==> config.mk <==
export PLATFORM = sky130hd
export DESIGN_NAME = control_sequencer
export DESIGN_NICKNAME = d
export VERILOG_FILES = /design/src/rtl/bbcpu_pkg.sv /design/src/rtl/control_decode.sv /design/src/rtl/control_sequencer.sv
export SDC_FILE = /design/constraint.sdc
export NUM_CORES = 1
export LEC_CHECK = 0
export BUFFER_PORTS_ARGS = -buffer_cell sky130_fd_sc_hd__buf_4
export CORE_MARGIN = 2
export CORE_UTILIZATION = 43
export DETAILED_ROUTE_END_ITERATION = 8
export GPL_TIMING_DRIVEN = 0
export PLACE_DENSITY = 0.86
export SYNTH_ARGS = -nofsm -noshare
export SYNTH_HDL_FRONTEND = slang
export SYNTH_SLANG_ARGS = --single-unit
==> constraint.sdc <==
create_clock -name clk -period 1.7 [get_ports clk]
set_clock_uncertainty 0.2 [all_clocks]
set_input_delay 0.34 -clock clk [delete_from_list [all_inputs] [get_ports clk]]
set_output_delay 0.34 -clock clk [all_outputs]
set_load 0.005 [all_outputs]
==> src/rtl/bbcpu_pkg.sv <==
// Shared definitions for the 8-bit bus CPU control path: opcodes, T-step
// encodings and control-word bit positions.
package bbcpu_pkg;

   localparam int OP_NOP = 0;
   localparam int OP_LDA = 1;
   localparam int OP_ADD = 2;
   localparam int OP_SUB = 3;
   localparam int OP_STA = 4;
   localparam int OP_LDI = 5;
   localparam int OP_JMP = 6;
   localparam int OP_JC  = 7;
   localparam int OP_JZ  = 8;
   localparam int OP_OUT = 14;
   localparam int OP_HLT = 15;

   typedef enum logic [2:0] {
      T0 = 3'd0,
      T1 = 3'd1,
      T2 = 3'd2,
      T3 = 3'd3,
      T4 = 3'd4
   } step_t;

   localparam int CW_PC_ENABLE        = 0;
   localparam int CW_PC_INC           = 1;
   localparam int CW_PC_LOAD          = 2;
   localparam int CW_MAR_WRITE        = 3;
   localparam int CW_RAM_ENABLE       = 4;
   localparam int CW_RAM_WRITE        = 5;
   localparam int CW_OUT_WRITE        = 6;
   localparam int CW_IR_ENABLE        = 7;
   localparam int CW_IR_WRITE         = 8;
   localparam int CW_ALU_ENABLE       = 9;
   localparam int CW_REGA_ENABLE      = 10;
   localparam int CW_REGB_ENABLE      = 11;
   localparam int CW_REGA_WRITE       = 12;
   localparam int CW_REGB_WRITE       = 13;
   localparam int CW_SUB_ENABLE       = 14;
   localparam int CW_CARRY_WRITE      = 15;
   localparam int CW_ZERO_WRITE       = 16;
   localparam int CW_HALT             = 17;
   localparam int CW_W                = 18;

   typedef logic [CW_W-1:0] ctrl_t;

endpackage

==> src/rtl/control_decode.sv <==
// Combinational microcode: {opcode, step, flags} -> control word and "last".
// Opcode 8 decodes as JZ only when ZERO_FLAG_EN is defined.
module control_decode
   import bbcpu_pkg::*;
#(
   parameter int OPCODE_W = 4
) (
   input  logic [OPCODE_W-1:0] opcode,
   input  logic [2:0]          step,
   input  logic                carry_flag,
`ifdef ZERO_FLAG_EN
   input  logic                zero_flag,
`endif
   output ctrl_t               ctrl,
   output logic                last
);

   always_comb begin
      ctrl = '0;
      last = 1'b1;
      case (step)
         T0: begin
            ctrl[CW_PC_ENABLE] = 1'b1;
            ctrl[CW_MAR_WRITE] = 1'b1;
            last               = 1'b0;
         end
         T1: begin
            ctrl[CW_RAM_ENABLE] = 1'b1;
            ctrl[CW_IR_WRITE]   = 1'b1;
            ctrl[CW_PC_INC]     = 1'b1;
            last                = 1'b0;
         end
         T2: begin
            case (opcode)
               OPCODE_W'(OP_LDA), OPCODE_W'(OP_ADD),
               OPCODE_W'(OP_SUB), OPCODE_W'(OP_STA): begin
                  ctrl[CW_IR_ENABLE] = 1'b1;
                  ctrl[CW_MAR_WRITE] = 1'b1;
                  last               = 1'b0;
               end
               OPCODE_W'(OP_LDI): begin
                  ctrl[CW_IR_ENABLE]  = 1'b1;
                  ctrl[CW_REGA_WRITE] = 1'b1;
               end
               OPCODE_W'(OP_JMP): begin
                  ctrl[CW_IR_ENABLE] = 1'b1;
                  ctrl[CW_PC_LOAD]   = 1'b1;
               end
               OPCODE_W'(OP_JC): begin
                  ctrl[CW_IR_ENABLE] = carry_flag;
                  ctrl[CW_PC_LOAD]   = carry_flag;
               end
`ifdef ZERO_FLAG_EN
               OPCODE_W'(OP_JZ): begin
                  ctrl[CW_IR_ENABLE] = zero_flag;
                  ctrl[CW_PC_LOAD]   = zero_flag;
               end
`endif
               OPCODE_W'(OP_OUT): begin
                  ctrl[CW_REGA_ENABLE] = 1'b1;
                  ctrl[CW_OUT_WRITE]   = 1'b1;
               end
               // Halt parks the sequencer in T2; the step must not advance.
               OPCODE_W'(OP_HLT): begin
                  ctrl[CW_HALT] = 1'b1;
                  last          = 1'b0;
               end
               default: ;
            endcase
         end
         T3: begin
            case (opcode)
               OPCODE_W'(OP_LDA): begin
                  ctrl[CW_RAM_ENABLE] = 1'b1;
                  ctrl[CW_REGA_WRITE] = 1'b1;
               end
               OPCODE_W'(OP_ADD), OPCODE_W'(OP_SUB): begin
                  ctrl[CW_RAM_ENABLE] = 1'b1;
                  ctrl[CW_REGB_WRITE] = 1'b1;
                  last                = 1'b0;
               end
               OPCODE_W'(OP_STA): begin
                  ctrl[CW_REGA_ENABLE] = 1'b1;
                  ctrl[CW_RAM_WRITE]   = 1'b1;
               end
               default: ;
            endcase
         end
         T4: begin
            if (opcode == OPCODE_W'(OP_ADD) || opcode == OPCODE_W'(OP_SUB)) begin
               ctrl[CW_ALU_ENABLE]  = 1'b1;
               ctrl[CW_REGA_WRITE]  = 1'b1;
               ctrl[CW_CARRY_WRITE] = 1'b1;
               ctrl[CW_ZERO_WRITE]  = 1'b1;
               ctrl[CW_SUB_ENABLE]  = (opcode == OPCODE_W'(OP_SUB));
            end
         end
         default: ;
      endcase
   end

endmodule

==> src/rtl/control_sequencer.sv <==
// Microcoded control unit: IR, T-step counter, flags and control fan-out.
// Optional ZERO_FLAG_EN adds the zero flag register, its port and JZ.
module control_sequencer
   import bbcpu_pkg::*;
#(
   parameter int WIDTH    = 8,
   parameter int OPCODE_W = 4
) (
   input  logic             clk,
   input  logic             rst_n,
   input  logic [WIDTH-1:0] bus_in,
   input  logic             carry_in,
   output logic [WIDTH-1:0] ir_bus_out,
   output logic             ir_enable,
   output logic             pc_enable,
   output logic             pc_inc,
   output logic             pc_load,
   output logic             mar_write,
   output logic             ram_enable,
   output logic             ram_write,
   output logic             out_write,
   output logic             alu_enable,
   output logic             rega_enable,
   output logic             regb_enable,
   output logic             rega_write_enable,
   output logic             regb_write_enable,
   output logic             sub_enable,
`ifdef ZERO_FLAG_EN
   output logic             zero_flag,
`endif
   output logic             halted,
   output logic [2:0]       step
);

   logic [WIDTH-1:0] ir_q;
   logic [2:0]       step_q;
   logic             carry_flag_q;
   logic             halted_q;
   ctrl_t            ctrl;
   logic             last;
   logic             drive;

`ifdef ZERO_FLAG_EN
   logic             zero_flag_q;
`endif

   control_decode #(
      .OPCODE_W (OPCODE_W)
   ) u_decode (
      .opcode     (ir_q[WIDTH-1 -: OPCODE_W]),
      .step       (step_q),
      .carry_flag (carry_flag_q),
`ifdef ZERO_FLAG_EN
      .zero_flag  (zero_flag_q),
`endif
      .ctrl       (ctrl),
      .last       (last)
   );

   always_ff @(posedge clk or negedge rst_n) begin
      if (!rst_n) begin
         ir_q         <= '0;
         step_q       <= T0;
         carry_flag_q <= 1'b0;
         halted_q     <= 1'b0;
`ifdef ZERO_FLAG_EN
         zero_flag_q  <= 1'b0;
`endif
      end else if (!halted_q) begin
         if (ctrl[CW_IR_WRITE])
            ir_q <= bus_in;
         if (ctrl[CW_CARRY_WRITE])
            carry_flag_q <= carry_in;
`ifdef ZERO_FLAG_EN
         if (ctrl[CW_ZERO_WRITE])
            zero_flag_q <= (bus_in == '0);
`endif
         // Decode flags T4 and illegal steps as last, so the counter wraps to T0.
         if (ctrl[CW_HALT])
            halted_q <= 1'b1;
         else if (last)
            step_q <= T0;
         else
            step_q <= step_q + 3'd1;
      end
   end

`ifndef ZERO_FLAG_EN
   logic unused_zero_write;
   assign unused_zero_write = ctrl[CW_ZERO_WRITE];
`else
   assign zero_flag = zero_flag_q;
`endif

   // Enables are silenced combinationally while reset is held or once halted.
   assign drive = rst_n & ~halted_q;

   assign ir_enable         = drive & ctrl[CW_IR_ENABLE];
   assign pc_enable         = drive & ctrl[CW_PC_ENABLE];
   assign pc_inc            = drive & ctrl[CW_PC_INC];
   assign pc_load           = drive & ctrl[CW_PC_LOAD];
   assign mar_write         = drive & ctrl[CW_MAR_WRITE];
   assign ram_enable        = drive & ctrl[CW_RAM_ENABLE];
   assign ram_write         = drive & ctrl[CW_RAM_WRITE];
   assign out_write         = drive & ctrl[CW_OUT_WRITE];
   assign alu_enable        = drive & ctrl[CW_ALU_ENABLE];
   assign rega_enable       = drive & ctrl[CW_REGA_ENABLE];
   assign regb_enable       = drive & ctrl[CW_REGB_ENABLE];
   assign rega_write_enable = drive & ctrl[CW_REGA_WRITE];
   assign regb_write_enable = drive & ctrl[CW_REGB_WRITE];
   assign sub_enable        = drive & ctrl[CW_SUB_ENABLE];

   assign ir_bus_out = ir_enable ? {{OPCODE_W{1'b0}}, ir_q[WIDTH-OPCODE_W-1:0]} : '0;
   assign halted     = halted_q;
   assign step       = step_q;

endmodule

==> results_dict.tcl <==
set metrics [dict create \
    status "finished, violations left" \
    violations "negative setup slack" \
    netlist_area_um2 937.1 \
    critPathSlowestCell "dfrtp_2" \
    diodes 0 \
    tritoncts "yes" \
    max_stage_delay_ps 460 \
    worst_setup_path_start_kind "flip-flop" \
    synthXorXnorAreaFrac_pct 0 \
    nFillCells 85 \
    async_flop_share_pct 100.0 \
    relSlewSlack_pct 57.53 \
    synth.distinct_cells 33 \
    fin_nets 181 \
    holdWs_ps 60.32 \
    register_area_um2 327.8 \
    period_minus_slack_ps 2350 \
    die_w_um 50.69 \
    finalSetupViolCount 30 \
    multiInputGateArea_um2 755.7 \
    cts-root-buf "clkbuf_4" \
    drc 0 \
    drtIter0Drc 35 \
    wire_per_inst_um 21.56 \
    clkSinkCount 13 \
    via_per_inst 5.607 \
    synthMuxAreaShare_pct 11.75 \
    grt_overflow 0 \
    worstHoldStart "bus_in[7]" \
    synth_top_cell_by_area "dfrtp_1" \
    synth_top_area_share_pct 34.71 \
    synth_seq_area_share_pct 34.71 \
    vias 1071 \
    synth_seq_cells 13 \
    cts.clk_slew.worst_paths_ps 110 \
    busiest_layer "met2" \
    syn_avg_cell_area_um2 9.661 \
    p_per_area_nw_per_um2 1719 \
    r2r_cells 8 \
    routed_wirelength_um 4118 \
    synth_fa_ha_area_share_pct 6.676 \
    hold_class "primary input to flip-flop" \
    critPathKind "flip-flop to output port" \
    place_hpwl_um 1612 \
    io_pins 37 \
    vdd_drop_max_uv 1509 \
    synth-simple-area-share_pct 25.23 \
    grt_use_met3_pct 5.060 \
    worstPathArrival_ps 1810 \
    drv_slew 0 \
    cp_top_family "flip-flops" \
    num_rows 16 \
    cts_buffer_depth 2 \
    met1_usage_pct 35.65 \
    grt_use_met2_pct 48.90 \
    drtPass1Iterations 4 \
    ys_warn_count 0 \
    synthTopCellsByArea "dfrtp_1 35%, mux2_2 9.6%, ha_1 6.7%" \
    leakagePower_uw 0.0008191 \
    gp_congestion 0.8668 \
    rsz0062_at_grt "true" \
    synthCells 97 \
    core_um2 2002 \
    synth_edf_count 0 \
    synth-compound-area-share_pct 10.01 \
    antenna_found_initial 0 \
    utilization_pct 88.25 \
    ant_nets 0 \
    synthFlopType "dfrtp_1" \
    reg2reg_from "step[0]$_DFFE_PN0P_" \
    synth_top_family_by_area "simple AND/OR/NAND/NOR gates" \
    cp_cell_sequence "inv_4, ha_4, and2b_2, mux2i_1, o41ai_2, o311a_1, buf_4" \
    syn2layout_area_growth_pct 88.52 \
    rrSetupSlack_ps -360 \
    grt_max_degree 14 \
    setup_slack_ps -650.1 \
    power.total_uw 3037 \
    grt_pass1_wl_um 5319 \
    clock_latency_ps 310 \
    start_util_pct 46.81 \
    synth.most_common_cell "dfrtp_1" \
    min_to "ir_q[7]$_DFFE_PN0P_" \
    tns_ps -13520 \
    portBuffers 31 \
    drive_above_1_share_pct 73.17 \
    hold_viol 0 \
    cap_viol_max_count 0 \
    grt_pass1_vias 1009 \
    crit_required_ps 1160 \
    min_delay_path_depth 2 \
    r2r_end "ir_q[0]$_DFFE_PN0P_" \
    fin_crit_sh_pct 138.2 \
    worstMarginPinSlew_ps 634.9 \
    synthTopCellsByCount "13 x dfrtp_1, 8 x mux2_2, 7 x buf_4, 7 x inv_1, 7 x nor2_1" \
    end_kind "output port" \
    critPathBufInv 2 \
    path_max_fanout 4 \
    dieArea_um2 2569 \
    fmax_ghz 0.4255 \
    htree_levels 1 \
    grt_use_total_pct 29.01 \
    die_y_um 50.69 \
    cts_inserted_buffers 3 \
]
==> power breakdown <==
part           total, uW  internal, uW  switching [uW]  leakage, uW
logic               2210          1110            1100     0.000647
clock network        223          91.6             131    0.0000150
registers            601           462             139     0.000157
==> worst max path at each step <==
stage | from | slack, ps | to | depth (start not counted)
2_1_floorplan | step[0]$_DFFE_PN0P_ | -180 | rega_write_enable | 6
3_3_place_gp | step[0]$_DFFE_PN0P_ | -410 | rega_write_enable | 7
3_5_place_dp | step[0]$_DFFE_PN0P_ | -410 | rega_write_enable | 7
4_1_cts | step[0]$_DFFE_PN0P_ | -630 | rega_write_enable | 7
5_1_grt | ir_q[5]$_DFFE_PN0P_ | -720 | mar_write | 6
6_report | step[0]$_DFFE_PN0P_ | -650 | rega_write_enable | 7
==> through the flow <==
stage / setup slack, ps / cells / instance area, um2
after floorplan: -182.7 / 101 / 975.9
after global placement: -410.9 / 159 / 1242
after detailed placement: -408.6 / 159 / 1242
after CTS: -633.7 / 184 / 1603
final: -650.1 / 191 / 1767
after global routing: -720.7 / 191 / 1767
==> state kept, by name, summed over array words and instances, names as in the netlist <==
signal and flops:
ir_q 8, halted 1, carry_flag_q 1, step 3
==> cell usage in the layout (no fill, tap or decap), types with 3 or more instances in the layout <==
cell type	count
inv_1	3
nand2_1	3
and2_4	3
ha_4	5
nor3_2	3
mux2_2	7
clkbuf_4	3
dfrtp_1	11
o21ai_2	3
buf_4	48
nor3b_4	3
nor2_1	5
conb_1	5
inv_2	3
buf_6	19
==> final cells by class <==
class	instances	share of cell area (%)
clock buffer	4	1.487
timing repair buffer	59	28.40
tap	27	1.912
multi-input combinational	70	42.78
buffer	11	5.241
sequential	13	18.56
inverter	7	1.629
==> kinds of logic (layout without fill, tap and decap cells) <==
group	Yosys count	count (layout)
flip-flops	13	13
other	1	5
AND/OR/NAND/NOR	36	36
AO/OA/AOI/OAI	14	14
buffers and inverters	18	81
multiplexers	10	10
adder cells (fa/ha/maj)	5	5
==> layer usage <==
layer	vias to the layer above	share of wire, %	routed length, um
met5	-	0	0
met4	0	3.9	159
met1	515	40	1665
li1	460	-	-
met2	76	48	1976
met3	20	7.7	316
==> repair_timing <==
action | in CTS | in global routing
endpoints found under the setup margin | 29 | 30
pin swaps | 16 | 21
cloned | 1 | 0
endpoints found under the hold margin | 13 | 0
buffers inserted | 19 | 11
hold buffers | 1 | 0
gates resized for setup | 40 | 27
==> worst reg2reg max path: stages (launching register included) <==
cell and delay [ps]:
dfrtp_2 430, buf_4 130, buf_6 90, buf_6 100, ha_4 140, nor3b_4 260, buf_4 160, buf_6 100
mux2_2 330
(Power assumes the default switching activity.)
